--- src/rtl/axi_lite_reg_slave_pkg.sv ---
// rtl/axi_lite_reg_slave_pkg.sv - response codes and FSM state types for the AXI-Lite register slave
package axi_lite_reg_slave_pkg;

    localparam logic [1:0] RESP_OKAY   = 2'b00;
    localparam logic [1:0] RESP_SLVERR = 2'b10;

    typedef enum logic [2:0] {
        W_IDLE,
        W_HAVE_A,
        W_HAVE_D,
        W_COMMIT,
        W_RESP
    } w_state_t;

    typedef enum logic {
        R_IDLE,
        R_RESP
    } r_state_t;

endpackage

--- src/rtl/axi_lite_reg_slave.sv ---
// rtl/axi_lite_reg_slave.sv - AXI-Lite word register file with independent read/write FSMs
// Optional macro AXI_LITE_REG_SLAVE_SLVERR_EN: out-of-range accesses answer SLVERR instead of OKAY.
module axi_lite_reg_slave
    import axi_lite_reg_slave_pkg::*;
#(
    parameter int AXI_WIDTH_ADDR = 32,
    parameter int AXI_WIDTH_DATA = 32,
    parameter int NUM_REGS       = 8
) (
    input  logic                               aclk,
    input  logic                               aresetn,
    input  logic [AXI_WIDTH_ADDR-1:0]          s_axi_lite_awaddr,
    input  logic                               s_axi_lite_awvalid,
    output logic                               s_axi_lite_awready,
    input  logic [AXI_WIDTH_DATA-1:0]          s_axi_lite_wdata,
    input  logic                               s_axi_lite_wvalid,
    output logic                               s_axi_lite_wready,
    output logic [1:0]                         s_axi_lite_bresp,
    output logic                               s_axi_lite_bvalid,
    input  logic                               s_axi_lite_bready,
    input  logic [AXI_WIDTH_ADDR-1:0]          s_axi_lite_araddr,
    input  logic                               s_axi_lite_arvalid,
    output logic                               s_axi_lite_arready,
    output logic [AXI_WIDTH_DATA-1:0]          s_axi_lite_rdata,
    output logic [1:0]                         s_axi_lite_rresp,
    output logic                               s_axi_lite_rvalid,
    input  logic                               s_axi_lite_rready,
    output logic [NUM_REGS*AXI_WIDTH_DATA-1:0] regs_o,
    output logic [NUM_REGS-1:0]                wr_pulse_o
);

    localparam int IDX_W = $clog2(NUM_REGS);
    localparam int WA_W  = AXI_WIDTH_ADDR - 2;

`ifdef AXI_LITE_REG_SLAVE_SLVERR_EN
    localparam logic [1:0] OOR_RESP = RESP_SLVERR;
`else
    localparam logic [1:0] OOR_RESP = RESP_OKAY;
`endif

    // Word address only: the byte-lane bits never take part in decode.
    function automatic logic in_range(input logic [WA_W-1:0] wa);
        return wa[WA_W-1:IDX_W] == '0;
    endfunction

    logic [AXI_WIDTH_DATA-1:0] regs [NUM_REGS];

    w_state_t w_state, w_next;
    r_state_t r_state, r_next;

    logic [WA_W-1:0]           aw_addr_q;
    logic [AXI_WIDTH_DATA-1:0] w_data_q;
    logic [WA_W-1:0]           ar_word;
    logic                      aw_hs, w_hs, b_hs, ar_hs, r_hs;
    logic                      unused_byte_bits;

    assign unused_byte_bits = &{1'b0, s_axi_lite_awaddr[1:0], s_axi_lite_araddr[1:0]};
    assign ar_word          = s_axi_lite_araddr[AXI_WIDTH_ADDR-1:2];

    assign aw_hs = s_axi_lite_awvalid & s_axi_lite_awready;
    assign w_hs  = s_axi_lite_wvalid  & s_axi_lite_wready;
    assign b_hs  = s_axi_lite_bvalid  & s_axi_lite_bready;
    assign ar_hs = s_axi_lite_arvalid & s_axi_lite_arready;
    assign r_hs  = s_axi_lite_rvalid  & s_axi_lite_rready;

    assign s_axi_lite_bvalid = (w_state == W_RESP);
    assign s_axi_lite_rvalid = (r_state == R_RESP);

    for (genvar gi = 0; gi < NUM_REGS; gi++) begin : g_flat
        assign regs_o[gi*AXI_WIDTH_DATA +: AXI_WIDTH_DATA] = regs[gi];
    end

    always_comb begin
        w_next = w_state;
        case (w_state)
            W_IDLE: begin
                if (aw_hs && w_hs) w_next = W_COMMIT;
                else if (aw_hs)    w_next = W_HAVE_A;
                else if (w_hs)     w_next = W_HAVE_D;
            end
            W_HAVE_A: if (w_hs)  w_next = W_COMMIT;
            W_HAVE_D: if (aw_hs) w_next = W_COMMIT;
            W_COMMIT:            w_next = W_RESP;
            W_RESP:   if (b_hs)  w_next = W_IDLE;
            default:             w_next = W_IDLE;
        endcase
    end

    always_comb begin
        r_next = r_state;
        case (r_state)
            R_IDLE:  if (ar_hs) r_next = R_RESP;
            R_RESP:  if (r_hs)  r_next = R_IDLE;
            default:            r_next = R_IDLE;
        endcase
    end

    // Readies come from the next state so they stay low during reset and rise one edge after release.
    always_ff @(posedge aclk or negedge aresetn) begin
        if (!aresetn) begin
            w_state            <= W_IDLE;
            s_axi_lite_awready <= 1'b0;
            s_axi_lite_wready  <= 1'b0;
            aw_addr_q          <= '0;
            w_data_q           <= '0;
        end else begin
            w_state            <= w_next;
            s_axi_lite_awready <= (w_next == W_IDLE) || (w_next == W_HAVE_D);
            s_axi_lite_wready  <= (w_next == W_IDLE) || (w_next == W_HAVE_A);
            if (aw_hs) aw_addr_q <= s_axi_lite_awaddr[AXI_WIDTH_ADDR-1:2];
            if (w_hs)  w_data_q  <= s_axi_lite_wdata;
        end
    end

    always_ff @(posedge aclk or negedge aresetn) begin
        if (!aresetn) begin
            for (int i = 0; i < NUM_REGS; i++) regs[i] <= '0;
            wr_pulse_o       <= '0;
            s_axi_lite_bresp <= RESP_OKAY;
        end else begin
            wr_pulse_o <= '0;
            if (w_state == W_COMMIT) begin
                if (in_range(aw_addr_q)) begin
                    regs[aw_addr_q[IDX_W-1:0]]       <= w_data_q;
                    wr_pulse_o[aw_addr_q[IDX_W-1:0]] <= 1'b1;
                    s_axi_lite_bresp                 <= RESP_OKAY;
                end else begin
                    s_axi_lite_bresp <= OOR_RESP;
                end
            end
        end
    end

    // rdata samples the array before any same-edge commit lands, so a colliding read sees the old value.
    always_ff @(posedge aclk or negedge aresetn) begin
        if (!aresetn) begin
            r_state            <= R_IDLE;
            s_axi_lite_arready <= 1'b0;
            s_axi_lite_rdata   <= '0;
            s_axi_lite_rresp   <= RESP_OKAY;
        end else begin
            r_state            <= r_next;
            s_axi_lite_arready <= (r_next == R_IDLE);
            if (ar_hs) begin
                if (in_range(ar_word)) begin
                    s_axi_lite_rdata <= regs[ar_word[IDX_W-1:0]];
                    s_axi_lite_rresp <= RESP_OKAY;
                end else begin
                    s_axi_lite_rdata <= '0;
                    s_axi_lite_rresp <= OOR_RESP;
                end
            end
        end
    end

endmodule

--- config.mk ---
export PLATFORM = sky130hd
export DESIGN_NAME = axi_lite_reg_slave
export DESIGN_NICKNAME = d
export VERILOG_FILES = /design/src/rtl/axi_lite_reg_slave_pkg.sv /design/src/rtl/axi_lite_reg_slave.sv
export SDC_FILE = /design/constraint.sdc
export NUM_CORES = 1
export LEC_CHECK = 0
export CAP_MARGIN = 10
export CELL_PAD_IN_SITES_DETAIL_PLACEMENT = 1
export CELL_PAD_IN_SITES_GLOBAL_PLACEMENT = 2
export CORE_MARGIN = 4
export CORE_UTILIZATION = 30
export CTS_CLUSTER_SIZE = 10
export DETAILED_ROUTE_END_ITERATION = 8
export MAX_ROUTING_LAYER = met4
export PLACE_DENSITY = 0.73
export RECOVER_POWER = 100
export SYNTH_ARGS = -nofsm -noshare
export SYNTH_HDL_FRONTEND = slang
export SYNTH_SLANG_ARGS = --single-unit
--- constraint.sdc ---
create_clock -name aclk -period 2.67 [get_ports aclk]
set_input_delay 0.534 -clock aclk [delete_from_list [all_inputs] [get_ports aclk]]
set_output_delay 0.534 -clock aclk [all_outputs]
set_load 0.02 [all_outputs]
==> results.md <==
- Site row count: 83
- Total Routing Usage GR: 0.1897
- Fin nets: 1492
- Worst min path class: flop to flop
- Max-slew headroom: -0.2041
- IO Count: 408
- Tightest hold margin: 473.2 ps
- Initial antenna violation count: 2
- Top delay family on crit path: simple AND/OR/NAND/NOR gates
- HPWL after DPL: 36720 um
- Power Internal: 0.01009 W
- Fin crit share: 0.9478
- Crit path max fanout: 32
- Leak pwr: approximately 11 nW
- Clock share of power: 0.393
- Netlist cell types: 30
- PwrDens: 636.1 nW/um^2
- # setup viols final: 0
- Crit-path max cell delay: 610 ps
- CTS max path bufs: 3
- Count of pins over their slew limit: just under 100
- CP startpoint kind: input port
- Layout cell share with drive strength beyond 1: 0.3260
- Cts repair resizes: 0
- Critical path type: input port to flop
- Sw power: 0.003856 W
- Post-synth ARST share: 1.000
- Clock net sink count: 365
- Sequential share of the synthesized area: 0.5761
- Post-Syn Area: approximately 16000 sq um
- Number of flops mapped to enable cells by yosys: 0
- Drt initial violations: 436
- Sequential share of power: 0.494
- Critical path arrival: 2990 ps
- Die width: 237.9 um
- First-pass DRT Iterations: 6
- Worst slew pin tran: 1806 ps
- Outcome: complete, but fails checks
- Final hold vios: 0
- TNS Setup: 0 ps
- Area grow syn2layout: 38.30%
- Failing checks: max-capacitance violations, max-slew violations
- CTS Buf Count: 44
- Worst vdd ir: 0.4460 mV
- Initial core utilization: 0.3060
- Ys Warns: 0
- Clk slew on worst S/H paths: 60 ps
- Core Box Area: 51820 sq um
- Avg Cell Area, Syn: 16.52 sq um
- DRC: 0
- Die height: 237.9 um
- Synth Flop Type: dfrtp_1
- Switching Fraction: 0.2765
- Unrepaired setup endpoints after global routing: no
- Input/output buffers: 399
- Worst Path Buf+Inv: 2
- Vias: 10215
- Critical path endpoint category: flop
- Clock Skew: 21.52 ps
- Post-route ant nets: 0
- Syn Inst Count: 960
- Total grt overflow: 0
- Number of global-route vias before repair: between 10000 and 15000
- Total wire length: 53030 um
- First-pass GRT wire length: approximately 78000 um
- Fmax achieved: 395.2 MHz
- Largest net degree at the start of global routing: 77
- Routability cong.: 0.7863
- Req. time, crit path: 3130 ps
- DIE AREA: 56590 sq um
- Number of synthesized register bits: 365
- Worst-Skew Late Latency: between 500 and 600 ps
- Power share of the combinational group: 0.112
- Slowest CP cell: or4_2
- Post-route cell area: around 22000 sq um
- Post-DP Area: roughly 21000 sq um
- CTS tree: done
- WL/cell: 25.45 um
- Via density per instance: 4.902
- Htree depth: 2
- Root buf cell: clkbuf_16
- Final worst path period need: around 2500 ps
- Worst-path cell chain: dlygate4sd3_1, or4_1, or4_2, buf_2, o21ai_0
- Max-cap viol count: 3
- Final core occ: 0.4232
==> state kept, by name (all words and copies together) (netlist names) <==
register            count
s_axi_lite_wready       1
s_axi_lite_rdata       32
w_data_q               32
s_axi_lite_awready      1
aw_addr_q              30
regs_o                256
s_axi_lite_arready      1
w_state                 3
s_axi_lite_rvalid       1
wr_pulse_o              8
==> cells in the mapped netlist, types with 4 or more instances <==
cell	number	share of area
buf_6	18	0.013
dfrtp_1	365	0.58
mux2_4	30	0.028
nand2_1	37	0.0088
mux2_2	278	0.20
nor3_1	10	0.0032
mux4_2	64	0.091
o21ai_1	4	0.0013
nor4_1	5	0.0020
nor4_4	12	0.016
mux2_1	12	0.0085
buf_2	7	0.0022
buf_1	8	0.0019
buf_4	7	0.0033
o21ai_0	28	0.0088
clkbuf_1	17	0.0040
nor2_1	4	0.00095
mux2i_1	33	0.021
==> worst register-to-register path: stages, from the launching register on <==
cell and delay (ps):
dfrtp_1 390, nor4_2 390, nand4_4 290, nor4_2 640
buf_12 280, mux2_2 370
==> path summary, 6_finish.rpt <==
kind,from,end,slack [ps],cells past startpoint
min reg2reg,s_axi_lite_rdata[14],s_axi_lite_rdata[14],470,2
max in group asynchronous,aresetn,regs_o[198],330,3
min,s_axi_lite_rdata[14],s_axi_lite_rdata[14],470,2
min in group asynchronous,aresetn,regs_o[122],980,2
max reg2reg,aw_addr_q[18],regs_o[180],190,5
max,s_axi_lite_araddr[16],s_axi_lite_rdata[0],140,5
==> cells by family (layout without fill, tap and decap cells) <==
| logic type | after synthesis | in the layout | synth area share |
|---|---|---|---|
| DFF | 365 | 365 | 0.5761 |
| and+or+nand+nor | 81 | 81 | 0.03922 |
| other | 1 | 6 | 0.0002365 |
| AOI/OAI and AO/OA | 33 | 33 | 0.01057 |
| buffers and inverters | 63 | 502 | 0.02778 |
| muxes | 417 | 417 | 0.3461 |
==> final cells by class <==
class	instances	area [sq um]
Antenna cell	2	5.005
Clock buffer	54	1200
Clock inverter	5	60.06
Fill cell	5210	29890
Inverter	3	11.26
Multi-Input combinational cell	535	6131
Sequential cell	365	9134
Tap cell	680	850.8
Timing Repair Buffer	440	4537
==> metal layers <==
metal / vias up / wire (um) / GRT usage / part of all wire
met5: - / 0 / - / 0
met4: 0 / 976 / 0.04441 / 0.018
met3: 68 / 3723 / 0.05178 / 0.070
met2: 311 / 26370 / 0.3137 / 0.50
met1: 5431 / 21960 / 0.2337 / 0.41
li1: 4405 / - / - / -
==> cells in the final DEF, fill, tap and decap left out, types with 3 or more instances in the layout <==
cell type        count
clkbuf_4             3
inv_1                3
nor4_2               9
nor4_1               5
clkbuf_2             8
mux2_4               3
buf_12              22
dlygate4sd3_1      303
mux2_2             277
dfrtp_1            365
o21ai_0             29
mux4_2              64
nand2_1             37
mux2_1              40
buf_4                4
o21ai_1              3
nor4_4               5
conb_1               4
clkdlybuf4s50_1     93
nor3_1              10
clkbuf_16           45
clkbuf_1             9
clkbuf_8             4
mux2i_1             33
nor2_1               4
==> stage by stage <==
step                power (W)  setup slack (ps)  cells
finish                0.01395             139.4   2084
global route          0.01456             48.71   2084
CTS                   0.01425             114.2   2082
detailed placement   0.008674            -29.84   2022
global placement     0.008591             18.99   2022
floorplan            0.007716             491.0    963
==> what timing repair did <==
item,CTS,global route
buffers inserted,0,0
endpoints found under the hold margin,44,0
hold buffers,1,0
==> power groups by stage <==
stage	Sequential, W	Combinational, W	Clock, W
4_1_cts	0.00689	0.00169	0.00566
3_5_place_dp	0.00698	0.00169	0
5_1_grt	0.00698	0.00171	0.00587
6_report	0.00689	0.00157	0.00549
2_1_floorplan	0.00670	0.00102	0
3_3_place_gp	0.00694	0.00165	0
(Power assumes the default switching activity.)
